--- src/rtl/wbm_lsu_if.sv ---
// Wishbone classic master for the CPU load/store unit: big-endian lane placement,
// load extension, and err/rty/timeout handling with bounded retry.
module wbm_lsu_if #(
  parameter int unsigned TIMEOUT   = 255,
  parameter int unsigned MAX_RETRY = 3
) (
  input  logic        clk,
  input  logic        rst,
  input  logic        req,
  input  logic        we,
  input  logic [1:0]  size,
  input  logic        sgn,
  input  logic [31:0] addr,
  input  logic [31:0] wdata,
  output logic        busy,
  output logic        done,
  output logic [31:0] rdata,
  output logic [1:0]  status,
  output logic [31:0] adr_o,
  output logic [31:0] dat_o,
  input  logic [31:0] dat_i,
  output logic        we_o,
  output logic [3:0]  sel_o,
  output logic        cyc_o,
  output logic        stb_o,
  input  logic        ack_i,
  input  logic        err_i,
  input  logic        rty_i
);

  typedef enum logic [1:0] {S_IDLE, S_ACCESS, S_BACKOFF} state_t;

  localparam logic [7:0] TMO_LAST  = 8'(TIMEOUT - 1);
  localparam logic [1:0] RETRY_MAX = 2'(MAX_RETRY);

  localparam logic [1:0] ST_OK    = 2'b00;
  localparam logic [1:0] ST_ALIGN = 2'b01;
  localparam logic [1:0] ST_BUS   = 2'b10;
  localparam logic [1:0] ST_TMO   = 2'b11;

  state_t      r_state;
  logic [7:0]  r_tmo;
  logic [1:0]  r_retry;
  logic [1:0]  r_size;
  logic [1:0]  r_off;
  logic        r_sgn;

  logic        w_legal;
  logic [3:0]  w_sel;
  logic [31:0] w_dat;
  logic [7:0]  w_byte;
  logic [15:0] w_half;
  logic [31:0] w_ext;

  // Request decode: lane select and replicated store data from the live inputs.
  always_comb begin
    // NOTE: every combinational output gets a default first so no path leaves it unassigned (no latch).
    w_legal = 1'b0;
    w_sel   = 4'b0000;
    w_dat   = 32'h0;
    unique case (size)
      2'b00: begin
        w_legal = 1'b1;
        w_sel   = 4'b1000 >> addr[1:0];
        w_dat   = {4{wdata[7:0]}};
      end
      2'b01: begin
        w_legal = ~addr[0];
        w_sel   = addr[1] ? 4'b0011 : 4'b1100;
        w_dat   = {2{wdata[15:0]}};
      end
      2'b10: begin
        w_legal = (addr[1:0] == 2'b00);
        w_sel   = 4'b1111;
        w_dat   = wdata;
      end
      default: ;
    endcase
  end

  // Load extraction from the latched offset/size; byte offset 0 lives in dat_i[31:24].
  always_comb begin
    w_byte = dat_i[31:24];
    unique case (r_off)
      2'b00: w_byte = dat_i[31:24];
      2'b01: w_byte = dat_i[23:16];
      2'b10: w_byte = dat_i[15:8];
      2'b11: w_byte = dat_i[7:0];
    endcase
    w_half = r_off[1] ? dat_i[15:0] : dat_i[31:16];
    unique case (r_size)
      2'b00:   w_ext = {{24{r_sgn & w_byte[7]}}, w_byte};
      2'b01:   w_ext = {{16{r_sgn & w_half[15]}}, w_half};
      default: w_ext = dat_i;
    endcase
  end

  always_ff @(posedge clk or posedge rst) begin
    if (rst) begin
      r_state <= S_IDLE;
      r_tmo   <= '0;
      r_retry <= '0;
      r_size  <= '0;
      r_off   <= '0;
      r_sgn   <= 1'b0;
      busy    <= 1'b0;
      done    <= 1'b0;
      rdata   <= '0;
      status  <= ST_OK;
      adr_o   <= '0;
      dat_o   <= '0;
      we_o    <= 1'b0;
      sel_o   <= '0;
      cyc_o   <= 1'b0;
      stb_o   <= 1'b0;
    end else begin
      // NOTE: non-blocking assignments throughout so every register updates from pre-edge values.
      done <= 1'b0;
      unique case (r_state)
        S_IDLE: begin
          if (req) begin
            if (w_legal) begin
              r_size  <= size;
              r_off   <= addr[1:0];
              r_sgn   <= sgn;
              adr_o   <= {addr[31:2], 2'b00};
              dat_o   <= w_dat;
              sel_o   <= w_sel;
              we_o    <= we;
              cyc_o   <= 1'b1;
              stb_o   <= 1'b1;
              busy    <= 1'b1;
              r_tmo   <= '0;
              r_retry <= '0;
              r_state <= S_ACCESS;
            end else begin
              done   <= 1'b1;
              status <= ST_ALIGN;
              rdata  <= '0;
            end
          end
        end
        S_ACCESS: begin
          if (err_i || rty_i || ack_i || (r_tmo == TMO_LAST)) begin
            cyc_o <= 1'b0;
            stb_o <= 1'b0;
          end
          // Termination priority: err > rty > ack > timeout.
          if (err_i || (rty_i && r_retry == RETRY_MAX)) begin
            done    <= 1'b1;
            busy    <= 1'b0;
            status  <= ST_BUS;
            rdata   <= '0;
            r_state <= S_IDLE;
          end else if (rty_i) begin
            r_retry <= r_retry + 2'd1;
            r_state <= S_BACKOFF;
          end else if (ack_i) begin
            done    <= 1'b1;
            busy    <= 1'b0;
            status  <= ST_OK;
            rdata   <= we_o ? 32'h0 : w_ext;
            r_state <= S_IDLE;
          end else if (r_tmo == TMO_LAST) begin
            done    <= 1'b1;
            busy    <= 1'b0;
            status  <= ST_TMO;
            rdata   <= '0;
            r_state <= S_IDLE;
          end else begin
            r_tmo <= r_tmo + 8'd1;
          end
        end
        S_BACKOFF: begin
          cyc_o   <= 1'b1;
          stb_o   <= 1'b1;
          r_tmo   <= '0;
          r_state <= S_ACCESS;
        end
        default: r_state <= S_IDLE;
      endcase
    end
  end

endmodule

--- config.mk ---
export PLATFORM = sky130hd
export DESIGN_NAME = wbm_lsu_if
export DESIGN_NICKNAME = d
export VERILOG_FILES = /design/src/rtl/wbm_lsu_if.sv
export SDC_FILE = /design/constraint.sdc
export NUM_CORES = 1
export LEC_CHECK = 0
export ABC_AREA = 1
export BUFFER_PORTS_ARGS = -buffer_cell sky130_fd_sc_hd__clkbuf_2
export CORE_ASPECT_RATIO = 0.6
export CORE_MARGIN = 1
export CORE_UTILIZATION = 51
export CTS_BUF_LIST = sky130_fd_sc_hd__clkbuf_16
export DETAILED_ROUTE_END_ITERATION = 16
export MAX_ROUTING_LAYER = met4
export PLACE_DENSITY = 0.92
export RECOVER_POWER = 100
export SYNTH_ARGS = -nofsm -noshare
export SYNTH_HDL_FRONTEND = slang
export SYNTH_SLANG_ARGS = --single-unit
--- constraint.sdc ---
create_clock -name clk -period 5.59 [get_ports clk]
set_input_delay 1.118 -clock clk [delete_from_list [all_inputs] [get_ports clk]]
set_output_delay 1.118 -clock clk [all_outputs]
set_load 0.1 [all_outputs]
==> results of run 1 <==
## registers in the layout (all words and copies together), names as in the netlist, 4 cells and up
| signal | flops |
|---|---|
| adr_o | 30 |
| dat_o | 32 |
| r_tmo | 8 |
| rdata | 32 |
| sel_o | 4 |
## worst paths after layout
check | slack, ns | endpoint | start | cells after the start
worst max-delay path | 1.74 | rdata[25] | size[1] | 8
worst min-delay path | 0.48 | status[1] | status[1] | 2
worst max register to register | 2.94 | rdata[25] | r_tmo[0] | 11
worst min register to register | 0.48 | status[1] | status[1] | 2
max in group asynchronous | 2.25 | dat_o[20] | rst | 3
min in group asynchronous | 1.69 | rdata[28] | rst | 2
## synthesized netlist by cell type, types with 4 or more instances
cell type,count
inv_2,7
o21ai_0,35
inv_1,59
buf_4,5
nand2_1,333
xor2_1,4
nor2_1,61
nand2_2,24
dfrtp_1,121
nor2_2,21
nand3_1,56
a31oi_1,23
buf_6,9
o21ai_1,20
buf_2,13
nor2_4,6
clkbuf_1,8
## metrics by stage
stage                     setup WS [ns]  instances  utilization  hold WS (ns)  instance area, sq um
after floorplan                    1.26        837            -         0.457                  6360
after global placement             2.49       1176        0.609         0.455                  7370
after detailed placement           2.42       1176        0.609         0.464                  7370
after CTS                          2.81       1208        0.663         0.478                  8020
after global routing               1.36       1208        0.651         0.499                  7880
final                              1.74       1208        0.651         0.477                  7880
## worst max-delay path, stage by stage
cell	delay, ns
clkbuf_1	0.64
inv_1	0.44
nand2_1	0.25
nand4_1	0.17
nand2_4	0.13
clkinvlp_2	0.93
nand2_1	0.37
nand2_2	0.07
## placed cells by master, fill, tap and decap left out, types with 17 or more instances in the layout
master     count
nand3_1       57
a31oi_1       23
clkbuf_1     107
dfrtp_1      121
inv_1         60
clkbuf_2     104
o21ai_0       53
nor2_2        21
clkbuf_16     17
nor2_1        61
nand2_2       23
nand2_1      334
## logic make-up after synthesis
family,share of synthesized area
buf+inv,0.0835
simple gates,0.356
xor+xnor,0.00551
fa+ha+maj,0.00591
compound gates,0.0715
flops,0.477
other cells,0.000590
## final cells by class
class / count / area, sq um
Fill cell: 1064 / 4230
Sequential cell: 121 / 3030
Multi-Input combinational cell: 609 / 2790
Timing Repair Buffer: 212 / 930
Clock buffer: 17 / 425
Inverter: 69 / 264
Clock inverter: 15 / 231
Tap cell: 165 / 206
## per-layer routing
metal	GRT usage	up-vias
met5	-	-
met2	0.437	298
met3	0.0825	26
li1	-	3003
met4	0.0720	0
met1	0.381	2920
==> impl_metrics.yaml, run 1 <==
global_route:
  grt_pass1_wl_um: 28100
  grt.total_usage: 0.288
  overflow: 0
  grt_antenna_before_repair: 0
  grt_pass1_vias: 5780
  grt_max_degree: 94
drt:
  totalWireLength_um: 17300
  top_layer: "met4"
  wl_met2_um: 7780
  vias: 6247
  dr.pass1.iters: 6
  met3WireLength_um: 1500
  drt-vias-per-instance: 5.17
  routedLengthMet1_um: 7800
  drt.antenna.violating_nets: 0
  drt_iter0_drc: 389
  drc_errors: 0
  wl_per_cell_um: 14.3
synthesis:
  yosysUniqueCellTypes: 34
  yosysWarningCount: 0
  synth_top_area_frac: 0.477
  ys_ff_latch: 121
  synthesis.area_sq_um: 6350
  synth_cells: 836
  synth_async_sr_flop_share: 1.00
  ys_seq_area_frac: 0.477
  synth_largest_area_cell: "dfrtp_1"
  synth_top_cells_by_area: "dfrtp_1 48%, nand2_1 20%, nand3_1 4.4%, nor2_1 3.6%, inv_1 3.5%"
  post_synth.cell_area_avg_sq_um: 7.60
  synth_edf_count: 0
  synthFlopType: "dfrtp_1"
flow_run:
  cap_violations: 3
layout:
  area_growth_pct: 24.0
  n_antenna_cell: 0
  layout.nets: 1139
  drive_gt1_frac: 0.196
placement:
  portBuffers: 210
  gp_congestion: 0.974
  hpwlAfterDp_um: 12300
die:
  die_h_um: 88.5
  die_w_um: 146
  start_util: 0.525
  design.die.area_sq_um: 12900
  io_pins: 213
  core_area_sq_um: 12100
  rows: 31
timing:
  rsz0062_at_grt: "no"
  slew_viol_final: 174
  period_needed_ns: 3.85
  fmax_ghz: 0.260
  finClkSkew_ns: 0.00907
  slew_headroom: -1.28
  tightest_slew_ns: 3.40
  final-hold-violation-count: 0
  setup_viol: 0
  setup_tns_ns: 0
  final.period_utilization: 0.688
clock_network:
  cts_tree: "yes"
  post-cts-setup-buffers: 0
  cts_root_buffer: "clkbuf_16"
  htree_levels: 4
  cts.sink_count: 121
  cts_buffer_depth: 2
  clkLatencyLatePin_ns: 0.41
  cts_resized: 0
  cts_buffers: 17
  path_clk_slew_ns: 0.06
  cts_hold_buf: 0
critical_path:
  setup.worst_path.end_class: "register"
  required_ns: 5.88
  worstSetupPathType: "in -> reg"
  start_kind: "primary input"
  arrival_ns: 4.14
  crit_fanout: 34
worst_hold_path:
  worstHoldPathType: "reg -> reg"
run_status:
  violations: "capacitance limit, slew limit"
  outcome: "finished, violations left"
Power of run 1 is left out: the tool's default activity adds up to more than one toggle a clock period on the data nets, which glitch-free logic cannot reach.
==> run 2: changes to the inputs <==
Settings changed: CORE_UTILIZATION 51 to 46, PLACE_DENSITY 0.92 to 0.88.
Clock period 5.59 ns to 3.35 ns, I/O delays scaled along.
==> impl_metrics.yaml, run 2 (same netlist as run 1, synthesis figures left out) <==
run_status:
  outcome: "finished, violations left"
  violations: "capacitance limit, slew limit"
timing:
  period_needed_ns: 2.54
  rsz0062_at_grt: "no"
  setup_viol: 0
  slew_headroom: -0.0132
  final.period_utilization: 0.758
  holdWs_ns: 0.306
  fmax_ghz: 0.394
  setup_tns_ns: 0
  finClkSkew_ns: 0.0135
  tightest_slew_ns: 1.52
  final-hold-violation-count: 0
  slew_viol_final: 30
global_route:
  grt_pass1_wl_um: 28600
  grt_max_degree: 94
  use_met2: 0.392
  grt.total_usage: 0.264
  overflow: 0
  top_usage_layer: "met2"
  use_met1: 0.369
  grt_antenna_before_repair: 0
  use_met3: 0.0505
  grt_pass1_vias: 5795
drt:
  drt-vias-per-instance: 5.08
  wl_per_cell_um: 14.5
  vias: 6177
  drc_errors: 0
  totalWireLength_um: 17600
  drt_iter0_drc: 498
  dr.pass1.iters: 8
  drt.antenna.violating_nets: 0
critical_path:
  crit_end: "adr_o[12]"
  reg2reg_slack_ns: 0.99
  crit_fanout: 27
  setup.worst_path.end_class: "register"
  r2r-end: "adr_o[5]"
  worstRegToRegCells: 8
  required_ns: 3.63
  r2r-start: "r_state[1]"
  setup.worst_path.start: "size[1]"
  worstSetupPathType: "in -> reg"
  arrival_ns: 2.82
  start_kind: "primary input"
die:
  io_pins: 213
  start_util: 0.482
  core_area_sq_um: 13200
  die_h_um: 93.0
  rows: 32
  design.die.area_sq_um: 14300
  die_w_um: 154
layout:
  fin_area_sq_um: 7790
  n_antenna_cell: 0
  top_regs: "dat_o x32, rdata x32, adr_o x30"
  drive_gt1_frac: 0.192
  fin_cells: 1217
  fill_cells: 1234
  final_common_cell: "nand2_1"
  layout.nets: 1143
  area_growth_pct: 22.6
  final_cell_mix: "335 x nand2_1, 121 x dfrtp_1, 108 x clkbuf_1"
clock_network:
  post-cts-setup-buffers: 0
  cts_hold_buf: 0
  htree_levels: 4
  clkLatencyLatePin_ns: 0.40
  cts_root_buffer: "clkbuf_16"
  cts.sink_count: 121
  cts_resized: 0
  cts_buffer_depth: 2
  cts_tree: "yes"
  cts_buffers: 17
  path_clk_slew_ns: 0.06
flow_run:
  cap_violations: 1
placement:
  gp_congestion: 1.00
  hpwlAfterDp_um: 12700
  place_area_sq_um: 7420
  dpl.cell_count: 1185
  portBuffers: 210
worst_hold_path:
  worstHoldPathType: "in -> async"
[run 2: worst min path at each step]
stage,startpoint,endpoint,slack (ns),depth (start not counted)
2_1_floorplan,r_retry[1],r_retry[1],0.46,2
3_3_place_gp,status[0],status[0],0.46,2
3_5_place_dp,status[0],status[0],0.46,2
4_1_cts,rst,rdata[3],0.23,2
5_1_grt,rst,rdata[21],0.35,2
6_report,rst,rdata[17],0.31,2
[run 2: cell type report]
cell class                      instances  area [sq um]  share of cell area
Sequential cell                       121          3030               0.389
Multi-Input combinational cell        609          2770               0.356
Timing Repair Buffer                  216           951               0.122
Clock buffer                           17           425              0.0546
Inverter                               69           263              0.0337
Tap cell                              170           213              0.0273
Clock inverter                         15           139              0.0178
[run 2: metrics by stage]
stage          setup slack, ns  utilization
2_1_floorplan             1.20            -
3_3_place_gp             0.949        0.563
3_5_place_dp             0.837        0.563
4_1_cts                   1.18        0.606
5_1_grt                  0.552        0.591
6_report                 0.811        0.591
[run 2: layer usage]
layer / routed length [um] / up-vias
met4: 184 / 0
met1: 8200 / 2832
met3: 1490 / 20
met5: 0 / -
li1: - / 3006
met2: 7760 / 319
[run 2: worst max-delay path, stage by stage]
cell and delay (ns):
clkbuf_1 0.64, inv_1 0.13, nand2_1 0.16, nand2_1 0.08, nand2_2 0.06, inv_1 0.37
clkbuf_2 0.46, nand2_1 0.15, nand2_1 0.07
Power of run 2 is left out for the same reason.
